--- config.mk ---
export PLATFORM = sky130hd
export DESIGN_NAME = fb_write_ctrl_flat
export DESIGN_NICKNAME = d
export VERILOG_FILES = /design/src/rtl/fb_write_if.sv /design/src/rtl/fb_write_ctrl.sv /design/src/flat_wrapper.sv
export SDC_FILE = /design/constraint.sdc
export NUM_CORES = 1
export LEC_CHECK = 0
export ABC_AREA = 0
export ABC_CLOCK_PERIOD_IN_PS = 3800
export CAP_MARGIN = 20
export CORE_MARGIN = 1.5
export CORE_UTILIZATION = 52
export DETAILED_ROUTE_END_ITERATION = 7
export PLACE_DENSITY = 0.79
export REMOVE_ABC_BUFFERS = 1
export SLEW_MARGIN = 20
export SYNTH_ARGS = -nofsm -noshare
export SYNTH_HDL_FRONTEND = slang
export SYNTH_SLANG_ARGS = --single-unit
--- constraint.sdc ---
create_clock -name clk -period 3.8 [get_ports clk]
set_input_delay 0.76 -clock clk [delete_from_list [all_inputs] [get_ports clk]]
set_output_delay 0.76 -clock clk [all_outputs]
set_load 0.02 [all_outputs]
--- src/rtl/fb_write_if.sv ---
// Byte-in / pixel-write bundle between the SPI receiver, the framebuffer
// write controller and the dual-buffer pixel RAM.
interface fb_write_if #(
   parameter int ADDR_WIDTH = 17
);
   logic                  rx_valid;
   logic [7:0]            rx_data;
   logic                  vblank;
   logic                  wr_en;
   logic [ADDR_WIDTH-1:0] wr_addr;
   logic [5:0]            wr_data;
   logic                  wr_buf;
   logic                  rd_buf;
   logic                  swap_pending;
   logic                  frame_done;
   logic                  err_drop;

   modport master (
      output rx_valid, rx_data, vblank,
      input  wr_en, wr_addr, wr_data, wr_buf, rd_buf,
             swap_pending, frame_done, err_drop
   );

   modport slave (
      input  rx_valid, rx_data, vblank,
      output wr_en, wr_addr, wr_data, wr_buf, rd_buf,
             swap_pending, frame_done, err_drop
   );
endinterface

--- src/rtl/fb_write_ctrl.sv ---
// Framebuffer write controller: decodes SPI bytes into back-buffer pixel
// writes and defers front/back buffer swaps until vertical blanking.
module fb_write_ctrl #(
   parameter  int RES_X      = 320,
   parameter  int RES_Y      = 240,
   localparam int ADDR_WIDTH = $clog2(RES_X * RES_Y)
) (
   input  logic       clk,
   input  logic       rst_n,
   fb_write_if.slave  bus
);

   localparam int                    PIXELS     = RES_X * RES_Y;
   localparam logic [ADDR_WIDTH-1:0] LAST_ADDR  = ADDR_WIDTH'(PIXELS - 1);
   localparam logic [ADDR_WIDTH-1:0] FULL_COUNT = ADDR_WIDTH'(PIXELS);

   typedef enum logic [1:0] {
      ST_WRITE,
      ST_FULL,
      ST_SWAP_WAIT
   } state_t;

   state_t                state_q, state_d;
   logic [ADDR_WIDTH-1:0] count_q, count_d;
   logic                  wr_en_q, wr_en_d;
   logic [ADDR_WIDTH-1:0] wr_addr_q, wr_addr_d;
   logic [5:0]            wr_data_q, wr_data_d;
   logic                  frame_done_q, frame_done_d;
   logic                  rd_buf_q, rd_buf_d;
   logic                  err_drop_q, err_drop_d;

   logic is_pixel;
   logic is_align;
   logic is_swap;

   assign is_pixel = bus.rx_valid && !bus.rx_data[7];
   assign is_align = bus.rx_valid && (bus.rx_data == 8'h80);
   assign is_swap  = bus.rx_valid && (bus.rx_data == 8'h81);

   always_ff @(posedge clk or negedge rst_n) begin
      if (!rst_n) begin
         state_q      <= ST_WRITE;
         count_q      <= '0;
         wr_en_q      <= 1'b0;
         wr_addr_q    <= '0;
         wr_data_q    <= '0;
         frame_done_q <= 1'b0;
         rd_buf_q     <= 1'b0;
         err_drop_q   <= 1'b0;
      end else begin
         state_q      <= state_d;
         count_q      <= count_d;
         wr_en_q      <= wr_en_d;
         wr_addr_q    <= wr_addr_d;
         wr_data_q    <= wr_data_d;
         frame_done_q <= frame_done_d;
         rd_buf_q     <= rd_buf_d;
         err_drop_q   <= err_drop_d;
      end
   end

   always_comb begin
      state_d      = state_q;
      count_d      = count_q;
      wr_en_d      = 1'b0;
      wr_addr_d    = wr_addr_q;
      wr_data_d    = wr_data_q;
      frame_done_d = 1'b0;
      rd_buf_d     = rd_buf_q;
      err_drop_d   = err_drop_q;

      unique case (state_q)
         ST_WRITE: begin
            if (is_pixel) begin
               wr_en_d   = 1'b1;
               wr_addr_d = count_q;
               wr_data_d = bus.rx_data[5:0];
               if (count_q == LAST_ADDR) begin
                  frame_done_d = 1'b1;
                  count_d      = FULL_COUNT;
                  state_d      = ST_FULL;
               end else begin
                  count_d = count_q + ADDR_WIDTH'(1);
               end
            end else if (is_align) begin
               count_d    = '0;
               err_drop_d = 1'b0;
            end else if (is_swap) begin
               state_d = ST_SWAP_WAIT;
            end
         end

         ST_FULL: begin
            if (is_pixel) begin
               err_drop_d = 1'b1;
            end else if (is_align) begin
               count_d    = '0;
               err_drop_d = 1'b0;
               state_d    = ST_WRITE;
            end else if (is_swap) begin
               state_d = ST_SWAP_WAIT;
            end
         end

         ST_SWAP_WAIT: begin
            // The buffer about to become front must stay untouched, so pixels are dropped here.
            if (is_pixel) begin
               err_drop_d = 1'b1;
            end else if (is_align) begin
               count_d    = '0;
               err_drop_d = 1'b0;
            end
            if (bus.vblank) begin
               rd_buf_d = !rd_buf_q;
               count_d  = '0;
               state_d  = ST_WRITE;
            end
         end

         default: begin
            state_d = ST_WRITE;
         end
      endcase
   end

   assign bus.wr_en        = wr_en_q;
   assign bus.wr_addr      = wr_addr_q;
   assign bus.wr_data      = wr_data_q;
   assign bus.frame_done   = frame_done_q;
   assign bus.rd_buf       = rd_buf_q;
   assign bus.wr_buf       = !rd_buf_q;
   assign bus.err_drop     = err_drop_q;
   assign bus.swap_pending = (state_q == ST_SWAP_WAIT);

endmodule

--- src/flat_wrapper.sv ---
// flat-port wrapper written by rule: the top's interface ports become plain ports
module fb_write_ctrl_flat 
#(
   parameter  int RES_X      = 320,
   parameter  int RES_Y      = 240,
   localparam int ADDR_WIDTH = $clog2(RES_X * RES_Y)
)
  (clk, rst_n, bus_rx_valid, bus_rx_data, bus_vblank, bus_wr_en, bus_wr_addr, bus_wr_data, bus_wr_buf, bus_rd_buf, bus_swap_pending, bus_frame_done, bus_err_drop);
  fb_write_if #(.ADDR_WIDTH((17))) bus_i ();
  input  logic clk;
  input  logic rst_n;
  input wire logic [$bits(bus_i.rx_valid)-1:0] bus_rx_valid;
  input wire logic [$bits(bus_i.rx_data)-1:0] bus_rx_data;
  input wire logic [$bits(bus_i.vblank)-1:0] bus_vblank;
  output wire logic [$bits(bus_i.wr_en)-1:0] bus_wr_en;
  output wire logic [$bits(bus_i.wr_addr)-1:0] bus_wr_addr;
  output wire logic [$bits(bus_i.wr_data)-1:0] bus_wr_data;
  output wire logic [$bits(bus_i.wr_buf)-1:0] bus_wr_buf;
  output wire logic [$bits(bus_i.rd_buf)-1:0] bus_rd_buf;
  output wire logic [$bits(bus_i.swap_pending)-1:0] bus_swap_pending;
  output wire logic [$bits(bus_i.frame_done)-1:0] bus_frame_done;
  output wire logic [$bits(bus_i.err_drop)-1:0] bus_err_drop;
  assign bus_i.rx_valid = bus_rx_valid;
  assign bus_i.rx_data = bus_rx_data;
  assign bus_i.vblank = bus_vblank;
  assign bus_wr_en = bus_i.wr_en;
  assign bus_wr_addr = bus_i.wr_addr;
  assign bus_wr_data = bus_i.wr_data;
  assign bus_wr_buf = bus_i.wr_buf;
  assign bus_rd_buf = bus_i.rd_buf;
  assign bus_swap_pending = bus_i.swap_pending;
  assign bus_frame_done = bus_i.frame_done;
  assign bus_err_drop = bus_i.err_drop;
  fb_write_ctrl #(.RES_X(RES_X), .RES_Y(RES_Y)) u_core (.clk(clk), .rst_n(rst_n), .bus(bus_i));
endmodule
==> metrics.md <==
| Metric | Value |
|---|---|
| Yosys cell types | 39 |
| Vias post-DR | 1837 |
| Critical path launch point type | primary input |
| Num CTS Buffers | 5 |
| Die height | roughly 70 microns |
| Worst path cell trace | clkdlybuf4s50_1, or4_1, nor3_4, o21ai_1, o21ai_0, o21ai_1 |
| Clock Root Buffer | clkbuf_8 |
| Most common cell after layout, fill and taps aside | dfrtp_1 |
| Sinks on Clock Net | 46 |
| Sequential cell area fraction in the yosys report | about half |
| Slew Viols, Final | 0 |
| Post-CTS Setup Repair Bufs | 0 |
| Largest net degree at the start of global routing | 47 |
| CTS clk-pin slew, worst paths | ~0.090 ns |
| Latest clock arrival within the worst-skew pair | approximately 0.30 ns |
| Final Power | 0.00124 W |
| I/O pins | a little over 40 |
| Sw Pwr | roughly 0.00036 W |
| First-pass GRT wire length | approximately 8 mm |
| Combinational Power Share | between 20% and 30% |
| Nets | approximately 270 |
| CP most frequent cell | o21ai_1 |
| WL/cell | 15.1 microns |
| Area Growth Syn to Fin | 23.8% |
| CP delay by family, top | simple AND/OR/NAND/NOR gates |
| Cell-internal power | around 0.00089 W |
| Post-route cell area | 2850 sq um |
| I/O Buffers | 40 |
| Depth of the CTS H-tree | 2 |
| Routed Antenna Nets | 0 |
| Worst Hold Slack | between 0.4 and 0.5 ns |
| Initial antenna violation count | 0 |
| Die Area | ~4800 sq um |
| Max-cap violations | 0 |
| CTS resizes | 0 |
| Final hold vios | 0 |
| Worst EP arrival | about 2.8 ns |
| Filler Cells Inserted | 317 |
| Leakage | ~1.2 nW |
| Worst vdd ir | roughly 240 uV |
| Overall routing resource usage | about 20% |
| Measured slew at the worst slew-check pin | slightly below 0.7 ns |
| Area used by multi-input combinational logic | 1070 sq um |
| Final setup viols | 0 |
| Mapped Area | approximately 2300 sq um |
| Post-synthesis register bit count | 46 |
| Outcome | complete, no violations |
| Sw Ratio | between 20% and 30% |
| Gr ovfl total | 0 |
| Commonest cells after routing, fill and taps aside | 46 x dfrtp_1, 39 x clkdlybuf4s50_1, 23 x nand2_1, 23 x mux2_2, 13 x nor2_1 |
| Post-Route Setup TNS | 0 ns |
| Flop pwr share | 47.9% |
| Detailed Route WL | around 4.7 mm |
| Max Freq | approximately 380 MHz |
| Unrepaired setup endpoints after global routing | no |
| Clock Skew | around 0.0078 ns |
| Worst reg2reg startpoint | u_core.state_q[0] |
| Initial DRC Count | between 150 and 200 |
| FF/Latch Area | about 1200 sq um |
| Placeable Area | between 4000 and 5000 sq um |
| YS warnings | 0 |
| Tmin final | about 2.6 ns |
| Crit share post-route | 68.7% |
| Worst r2r dst | u_core.count_q[5] |
| Slew headroom | 54.5% |
| Crit Path Category | in -> reg |
| Core Util, Final | 69.1% |
| CP Max Fanout | 9 |
| Crit end category | register |
| Pwr Density | 437 nW/um^2 |
| Critical-path top delay cell | or4_1 |
| Vias in the first global route | about 1700 |
| Placed instance area | ~2700 sq um |
| DRC Markers | 0 |
| GP Congestion | just over 0.8 |
| Clock share of power | between 20 and 30% |
| DRT Pass-1 Iters | 4 |
| Worst reg-to-reg path cell count | 7 |
| Mapped Avg Cell Area | roughly 11 sq um |
| Die W | slightly below 70 microns |
| # hold bufs at CTS | 0 |
| Vias/cell | approximately 6 |
| Row count | 23 |
| R2r setup slk | between 1 and 1.5 ns |
| Fraction of layout cells with a size suffix above 1 | roughly 16% |
| N_diodes | 0 |
| Worst hold-check path type | in -> async |
| Starting Density | 55.9% |
| CTS max path bufs | 2 |
| Critical Path RT | slightly below 4 ns |
| Mapped Cells | approximately 210 |
| CP max stage delay | 0.62 ns |
| DP HPWL | around 3.2 mm |
| CP Buf/Inv Count | 1 |
| TritonCTS clock tree | done |
==> per-stage QoR <==
stage / worst slack [ns] / std cells
6_report: 1.19 / 308
5_1_grt: 1.05 / 308
4_1_cts: 1.20 / 308
3_5_place_dp: 0.887 / 300
3_3_place_gp: 0.904 / 300
2_1_floorplan: 1.44 / 208
==> final cells by class <==
type | count | area share, %
flip-flops and latches | 46 | 40.5
multi-input cells | 153 | 37.8
repair buffers | 42 | 14.5
clock buffers | 6 | 2.55
well taps | 50 | 2.20
clock inverters | 2 | 1.32
inverters | 9 | 1.19
==> worst max path at each step <==
| stage | start | to | slack [ns] | cells past startpoint |
|---|---|---|---|---|
| after CTS | bus_rx_data[1] | u_core.count_q[6] | 1.20 | 6 |
| final | bus_rx_data[1] | u_core.count_q[6] | 1.19 | 6 |
| after global placement | bus_rx_data[1] | u_core.count_q[6] | 0.90 | 6 |
| after global routing | bus_rx_data[1] | u_core.count_q[6] | 1.05 | 6 |
| after detailed placement | bus_rx_data[1] | u_core.count_q[6] | 0.89 | 6 |
| after floorplan | bus_rx_valid | u_core.state_q[0] | 1.44 | 3 |
==> registers in the layout, indices dropped and copies added (netlist names) <==
register and count:
u_core.bus.err_drop 1, u_core.bus.rd_buf 1, u_core.bus.frame_done 1, u_core.bus.wr_data 6, u_core.count_q 17, u_core.state_q 2, u_core.bus.wr_addr 17, u_core.bus.wr_en 1
==> worst reg2reg max path, cell delays in order (launching register included) <==
cell and delay, ns:
dfrtp_1 0.40, inv_1 0.08, ha_1 0.39, nor2_1 0.40, nand2_1 0.17, a21oi_2 0.50
o21ai_0 0.18, a31oi_1 0.22
==> synth_stat cells, drive strengths merged <==
cell type,count,area share (%)
a21oi,13,3.0
a22o,1,0.38
a31oi,10,2.7
a41oi,4,1.5
and3,1,0.27
and4,1,0.38
buf,3,1.2
clkbuf,3,0.49
dfrtp,46,50
ha,5,2.7
inv,9,1.5
mux2,23,11
mux2i,4,1.7
nand2,24,4.0
nand2b,2,0.54
nand3,8,1.7
nand4,4,1.1
nand4bb,1,0.49
nor2,13,2.1
nor2b,2,0.54
nor3,7,3.0
nor3b,1,0.33
nor4,1,0.27
o211ai,2,0.65
o21ai,12,2.6
o22a,3,1.1
o22ai,1,0.27
o311ai,1,0.38
o31ai,4,1.5
o41ai,1,0.38
or4,2,0.65
or4b,1,0.60
xnor2,1,0.38
==> power by group through the flow <==
stage          Clock [W]  Sequential (W)  Combinational, W
6_report        0.000361        0.000595          0.000287
5_1_grt         0.000395        0.000606          0.000307
4_1_cts         0.000368        0.000596          0.000289
3_5_place_dp           0        0.000606          0.000287
3_3_place_gp           0        0.000603          0.000283
2_1_floorplan          0        0.000644          0.000113
==> kinds of logic (layout without fill, tap and decap cells) <==
| family | count (synthesis) | count (layout) | synth area share, % |
|---|---|---|---|
| XOR/XNOR | 1 | 1 | 0.381 |
| flip-flops | 46 | 46 | 50.1 |
| AO/OA/AOI/OAI | 52 | 52 | 14.6 |
| multiplexers | 27 | 27 | 13.0 |
| AND/OR/NAND/NOR | 68 | 68 | 16.1 |
| buffers and inverters | 15 | 59 | 3.16 |
| adder cells (fa/ha/maj) | 5 | 5 | 2.72 |
==> metal layers <==
layer	wire [microns]	vias up	track usage (%)
met3	247	8	5.23
met1	2130	893	26.7
met5	0	-	0
li1	-	878	-
met4	56	0	7.41
met2	2220	58	32.5
Note: power is estimated with default switching activity, not from simulation.
